--- config.mk ---
export PLATFORM = sky130hd
export DESIGN_NAME = pm_entry_tx
export DESIGN_NICKNAME = d
export VERILOG_FILES = /design/src/rtl/pm_entry_tx.sv
export SDC_FILE = /design/constraint.sdc
export NUM_CORES = 1
export LEC_CHECK = 0
export BUFFER_PORTS_ARGS = -buffer_cell sky130_fd_sc_hd__buf_2
export CAP_MARGIN = 10
export CORE_MARGIN = 3
export CORE_UTILIZATION = 63
export DETAILED_ROUTE_END_ITERATION = 10
export PLACE_DENSITY = 0.84
export REMOVE_ABC_BUFFERS = 1
export SLEW_MARGIN = 20
export SYNTH_ARGS = -nofsm -noshare
export SYNTH_HDL_FRONTEND = slang
export SYNTH_SLANG_ARGS = --single-unit
--- constraint.sdc ---
create_clock -name i_clk -period 4.8 [get_ports i_clk]
set_input_delay 0.96 -clock i_clk [delete_from_list [all_inputs] [get_ports i_clk]]
set_output_delay 0.96 -clock i_clk [all_outputs]
set_load 0.02 [all_outputs]
--- src/rtl/pm_entry_tx.sv ---
// PM entry transmit side: issues a sideband L1/L2 entry request, then waits
// for the matching response, a PM NAK, or a microsecond-based timeout.
// All outputs are registered; i_en low returns the block to IDLE.
module pm_entry_tx #(
    parameter int unsigned TIMEOUT_US = 8000,
    parameter int unsigned US_CYC_100 = 100,
    parameter int unsigned US_CYC_200 = 200
) (
    input  logic       i_clk,
    input  logic       i_rst_n,
    input  logic       i_en,
    input  logic       i_req_L1_or_L2,
    input  logic       i_clk_div_ratio,
    input  logic       i_msg_done,
    input  logic       i_msg_valid,
    input  logic [3:0] i_msg_no,
    output logic       o_msg_valid,
    output logic [3:0] o_msg_no,
    output logic       o_test_done,
    output logic       o_pm_nak,
    output logic       o_force_exit
);

    localparam logic [3:0] REQ_L1    = 4'd2;
    localparam logic [3:0] REQ_L2    = 4'd3;
    localparam logic [3:0] RSP_PMNAK = 4'd9;
    localparam logic [3:0] RSP_L1    = 4'd10;
    localparam logic [3:0] RSP_L2    = 4'd11;

    localparam int unsigned US_W   = (TIMEOUT_US < 2) ? 1 : $clog2(TIMEOUT_US + 1);
    localparam int unsigned PS_MAX = (US_CYC_100 > US_CYC_200) ? US_CYC_100 : US_CYC_200;
    localparam int unsigned PS_W   = (PS_MAX < 2) ? 1 : $clog2(PS_MAX);

    localparam logic [PS_W-1:0] PS_LAST_100 = PS_W'(US_CYC_100 - 1);
    localparam logic [PS_W-1:0] PS_LAST_200 = PS_W'(US_CYC_200 - 1);
    localparam logic [US_W-1:0] US_LAST     = US_W'(TIMEOUT_US - 1);

    typedef enum logic [1:0] {
        IDLE,
        SEND_REQ,
        WAIT_RESP,
        DONE
    } state_t;

    state_t          state, state_nx;
    logic            req_l2, req_l2_nx;
    logic            div_200, div_200_nx;
    logic            pend_vld, pend_vld_nx;
    logic            pend_nak, pend_nak_nx;
    logic [PS_W-1:0] presc, presc_nx;
    logic [US_W-1:0] us_cnt, us_cnt_nx;
    logic            msg_valid, msg_valid_nx;
    logic [3:0]      msg_no, msg_no_nx;
    logic            test_done, test_done_nx;
    logic            pm_nak, pm_nak_nx;
    logic            force_exit, force_exit_nx;

    logic [3:0]      exp_code;
    logic            resp_hit;
    logic            resp_nak;
    logic            presc_last;

    assign exp_code   = req_l2 ? RSP_L2 : RSP_L1;
    assign resp_nak   = (i_msg_no == RSP_PMNAK);
    assign resp_hit   = i_msg_valid && ((i_msg_no == exp_code) || resp_nak);
    assign presc_last = (presc == (div_200 ? PS_LAST_200 : PS_LAST_100));

    assign o_msg_valid  = msg_valid;
    assign o_msg_no     = msg_no;
    assign o_test_done  = test_done;
    assign o_pm_nak     = pm_nak;
    assign o_force_exit = force_exit;

    // State, latched request attributes, timer and output registers
    always_ff @(posedge i_clk or negedge i_rst_n) begin
        if (!i_rst_n) begin
            state      <= IDLE;
            req_l2     <= 1'b0;
            div_200    <= 1'b0;
            pend_vld   <= 1'b0;
            pend_nak   <= 1'b0;
            presc      <= '0;
            us_cnt     <= '0;
            msg_valid  <= 1'b0;
            msg_no     <= '0;
            test_done  <= 1'b0;
            pm_nak     <= 1'b0;
            force_exit <= 1'b0;
        end else begin
            state      <= state_nx;
            req_l2     <= req_l2_nx;
            div_200    <= div_200_nx;
            pend_vld   <= pend_vld_nx;
            pend_nak   <= pend_nak_nx;
            presc      <= presc_nx;
            us_cnt     <= us_cnt_nx;
            msg_valid  <= msg_valid_nx;
            msg_no     <= msg_no_nx;
            test_done  <= test_done_nx;
            pm_nak     <= pm_nak_nx;
            force_exit <= force_exit_nx;
        end
    end

    // Next-state, pending-response, timer and next-output decode
    always_comb begin
        state_nx      = state;
        req_l2_nx     = req_l2;
        div_200_nx    = div_200;
        pend_vld_nx   = pend_vld;
        pend_nak_nx   = pend_nak;
        presc_nx      = presc;
        us_cnt_nx     = us_cnt;
        msg_valid_nx  = msg_valid;
        msg_no_nx     = msg_no;
        test_done_nx  = test_done;
        pm_nak_nx     = pm_nak;
        force_exit_nx = force_exit;

        if (!i_en) begin
            state_nx      = IDLE;
            req_l2_nx     = 1'b0;
            div_200_nx    = 1'b0;
            pend_vld_nx   = 1'b0;
            pend_nak_nx   = 1'b0;
            presc_nx      = '0;
            us_cnt_nx     = '0;
            msg_valid_nx  = 1'b0;
            msg_no_nx     = '0;
            test_done_nx  = 1'b0;
            pm_nak_nx     = 1'b0;
            force_exit_nx = 1'b0;
        end else begin
            case (state)
                IDLE: begin
                    state_nx     = SEND_REQ;
                    req_l2_nx    = i_req_L1_or_L2;
                    div_200_nx   = i_clk_div_ratio;
                    pend_vld_nx  = 1'b0;
                    pend_nak_nx  = 1'b0;
                    presc_nx     = '0;
                    us_cnt_nx    = '0;
                    msg_valid_nx = 1'b1;
                    msg_no_nx    = i_req_L1_or_L2 ? REQ_L2 : REQ_L1;
                end
                SEND_REQ: begin
                    if (i_msg_done) begin
                        msg_valid_nx = 1'b0;
                        // A response seen on the msg_done edge itself counts as pending
                        if (pend_vld || resp_hit) begin
                            state_nx     = DONE;
                            test_done_nx = 1'b1;
                            pm_nak_nx    = pend_vld ? pend_nak : resp_nak;
                        end else begin
                            state_nx  = WAIT_RESP;
                            presc_nx  = '0;
                            us_cnt_nx = '0;
                        end
                    end else if (!pend_vld && resp_hit) begin
                        pend_vld_nx = 1'b1;
                        pend_nak_nx = resp_nak;
                    end
                end
                WAIT_RESP: begin
                    if (resp_hit) begin
                        state_nx     = DONE;
                        test_done_nx = 1'b1;
                        pm_nak_nx    = resp_nak;
                    end else if (presc_last) begin
                        presc_nx  = '0;
                        us_cnt_nx = us_cnt + 1'b1;
                        if (us_cnt == US_LAST) begin
                            state_nx      = DONE;
                            test_done_nx  = 1'b1;
                            pm_nak_nx     = 1'b1;
                            force_exit_nx = 1'b1;
                        end
                    end else begin
                        presc_nx = presc + 1'b1;
                    end
                end
                DONE: begin
                    state_nx = DONE;
                end
                default: begin
                    state_nx = IDLE;
                end
            endcase
        end
    end

endmodule

==> results.yml <==
power_and_ir_drop:
  p_clk_share_pct: 39.2
  swShare_pct: 25.1
  internal_power_uw: 442
  leakage_nw: 0.859
  power_frac_comb_pct: 12.2
  powerDensity_nw_per_um2: 291
  pwr-share-seq_pct: 48.6
  total_power_uw: 590
  ir_drop_mv: 0.244
  p_sw_uw: 148
timing:
  setup_viol: 0
  tns_ps: 0
  worst_slew_pin_slew_ps: 696
  period_share_pct: 48.0
  finalHoldViolations: 0
  final.min_clock_period_ps: 2300
  max_freq_mhz: 434
  drv_slew: 0
  slew_headroom_pct: 53.6
  worst_clock_skew_ps: 10.7
  rsz0062_at_grt: "false"
clock_network:
  hold_buffers: 0
  tritoncts: "done"
  cts_resized: 0
  post_cts_buffers: 0
  cts.path.max_buffers: 2
  clock_sinks: 32
  cts_buffers: 5
  clk_latency_ps: 330
  cts-root-buf: "clkbuf_4"
  htree_levels: 2
  cts.clk_slew.worst_paths_ps: 110
global_routing:
  busiest_layer: "met2"
  use_met3_pct: 5.32
  gr-total-overflow: 0
  met1_usage_pct: 31.0
  gr-usage-all-layers_pct: 22.3
  grt_pass1_wl_um: 6280
  grt_pass1_vias: 1417
  grt_max_degree: 33
  gr-usage-met2_pct: 34.2
  antenna_found_initial: 0
yosys:
  synth_edf_count: 0
  ys_ff_latch: 32
  yosysTopAreaCellShare_pct: 42.6
  netlist_instances: 195
  syn_avg_cell_area_um2: 9.65
  synthDistinctLibCells: 54
  yosysWarnings: 0
  synth_top_cells_by_area: "dfrtp_1 43%, a21oi_1 4.5%, o21ai_0 3.7%, nand2_1 3.2%, a31oi_1 3.0%"
  synth_most_common_cell: "dfrtp_1"
  synthTopCellsByCount: "32 x dfrtp_1, 17 x a21oi_1, 16 x nand2_1, 14 x o21ai_0, 9 x a31oi_1"
  synth_area_leader_cell: "dfrtp_1"
  dominantRegCellSynth: "dfrtp_1"
  syn_area_um2: 1880
  ys_seq_area_share_pct: 42.6
  async_reset_ff_share_pct: 100
floorplan:
  pin_count: 19
  num_rows: 19
  core_region_area_um2: 2810
  dieHeight_um: 60.7
  dieArea_um2: 3680
  die_x_um: 60.7
  initial_utilization_pct: 67.1
finish:
  drive_gt1_share_pct: 18.6
  diodes: 0
  fill_cells: 208
  seq_area_um2: 801
  nets: 222
  multi_input_comb_area_um2: 990
  area.growth.synth_to_final_pct: 7.71
worst_setup_path:
  cp-end-kind: "flip-flop"
  worstPathRequired_ps: 5060
  rr_worst_depth: 5
  rr_startpoint: "state[1]"
  cp_data_arrival_time_ps: 2560
  path_max_fanout: 16
  r2r_setup_slack_ps: 2760
  crit_type: "primary input to flip-flop"
  crit_start: "i_en"
  worstReg2RegEnd: "us_cnt[3]"
  startpoint_type: "primary input"
worst_hold_path:
  whs_path_depth: 1
  worstHoldStart: "us_cnt[12]"
  hold_end: "us_cnt[12]"
  hold_path_class: "flip-flop to flip-flop"
route:
  ant_nets: 0
  vias: 1605
  vias_per_cell: 6.66
  drc: 0
  wire_per_inst_um: 15.8
  drt_iter0_markers: 69
  wirelength_um: 3810
  dr.pass1.iters: 4
placed_design:
  dp_hpwl_um: 2640
  portBuffers: 16
  gp_congestion: 0.841
job:
  cap_violations: 0
outcome:
  status: "finished clean"
==> how the worst max path moves through the flow <==
stage          slack [ps]         to  depth (start not counted)
5_1_grt              2380  us_cnt[4]                          6
4_1_cts              2530  us_cnt[3]                          6
3_5_place_dp         2180  us_cnt[3]                          6
3_3_place_gp         2270  us_cnt[3]                          6
2_1_floorplan        2240  us_cnt[5]                          5
6_report             2500  us_cnt[3]                          6
==> critical path, stage by stage <==
cell,delay [ps]
buf_2,230
and3b_1,430
o211a_1,210
o311a_1,390
a41oi_1,170
a31oi_1,170
==> cell families after synthesis <==
group	after synthesis	synth area share [%]
other cells	1	0.199
compound gates	73	25.5
buf+inv	15	5.05
simple gates	68	22.1
flops	32	42.6
xor+xnor	1	1.46
mux	3	1.73
fa+ha+maj	2	1.33
==> power groups by stage <==
stage / combinational (mW) / clock, mW / sequential [mW]
after floorplan: 0.0411 / 0 / 0.295
after global placement: 0.0706 / 0 / 0.291
after detailed placement: 0.0719 / 0 / 0.292
after CTS: 0.0726 / 0.235 / 0.287
after global routing: 0.0799 / 0.249 / 0.288
final: 0.0721 / 0.231 / 0.287
==> registers in the layout, indices dropped and copies added, names as in the netlist <==
signal / cells
div_200: 1
o_force_exit: 1
o_msg_no: 2
o_msg_valid: 1
o_pm_nak: 1
o_test_done: 1
pend_nak: 1
pend_vld: 1
presc: 8
state: 2
us_cnt: 13
==> cell usage in the layout (no fill, tap or decap), drive strengths merged, types with 3 or more instances in the layout <==
cell	count
dfrtp	32
a21oi	18
buf	17
o21ai	17
nand2	16
a31oi	9
o31ai	8
nand4	7
nor2	7
clkbuf	7
nand3	6
nor2b	6
o21a	6
or3	5
inv	4
or4	4
nand2b	3
a21boi	3
==> routing by layer <==
layer / vias up / part of all wire, %
met1: 776 / 45
met5: - / 0
met4: 0 / 1.1
li1: 767 / -
met2: 57 / 48
met3: 5 / 6.1
==> cell type report <==
class	instances	area share, %
multi-input cells	149	48.8
flip-flops and latches	32	39.5
repair buffers	17	4.32
clock buffers	7	3.21
well taps	31	1.91
clock inverters	1	1.48
inverters	4	0.741
==> per-stage QoR <==
stage          instance area, µm²  utilization [%]  hold WS (ps)  cells  setup WS (ps)
6_report                     2030             72.3           492    241           2500
5_1_grt                      2030             72.3           516    241           2380
4_1_cts                      2030             72.3           488    241           2530
3_5_place_dp                 1930             68.9           468    233           2180
3_3_place_gp                 1930             68.9           464    233           2270
2_1_floorplan                1810                -           437    185           2240
Note: power is estimated with default switching activity, not from simulation.
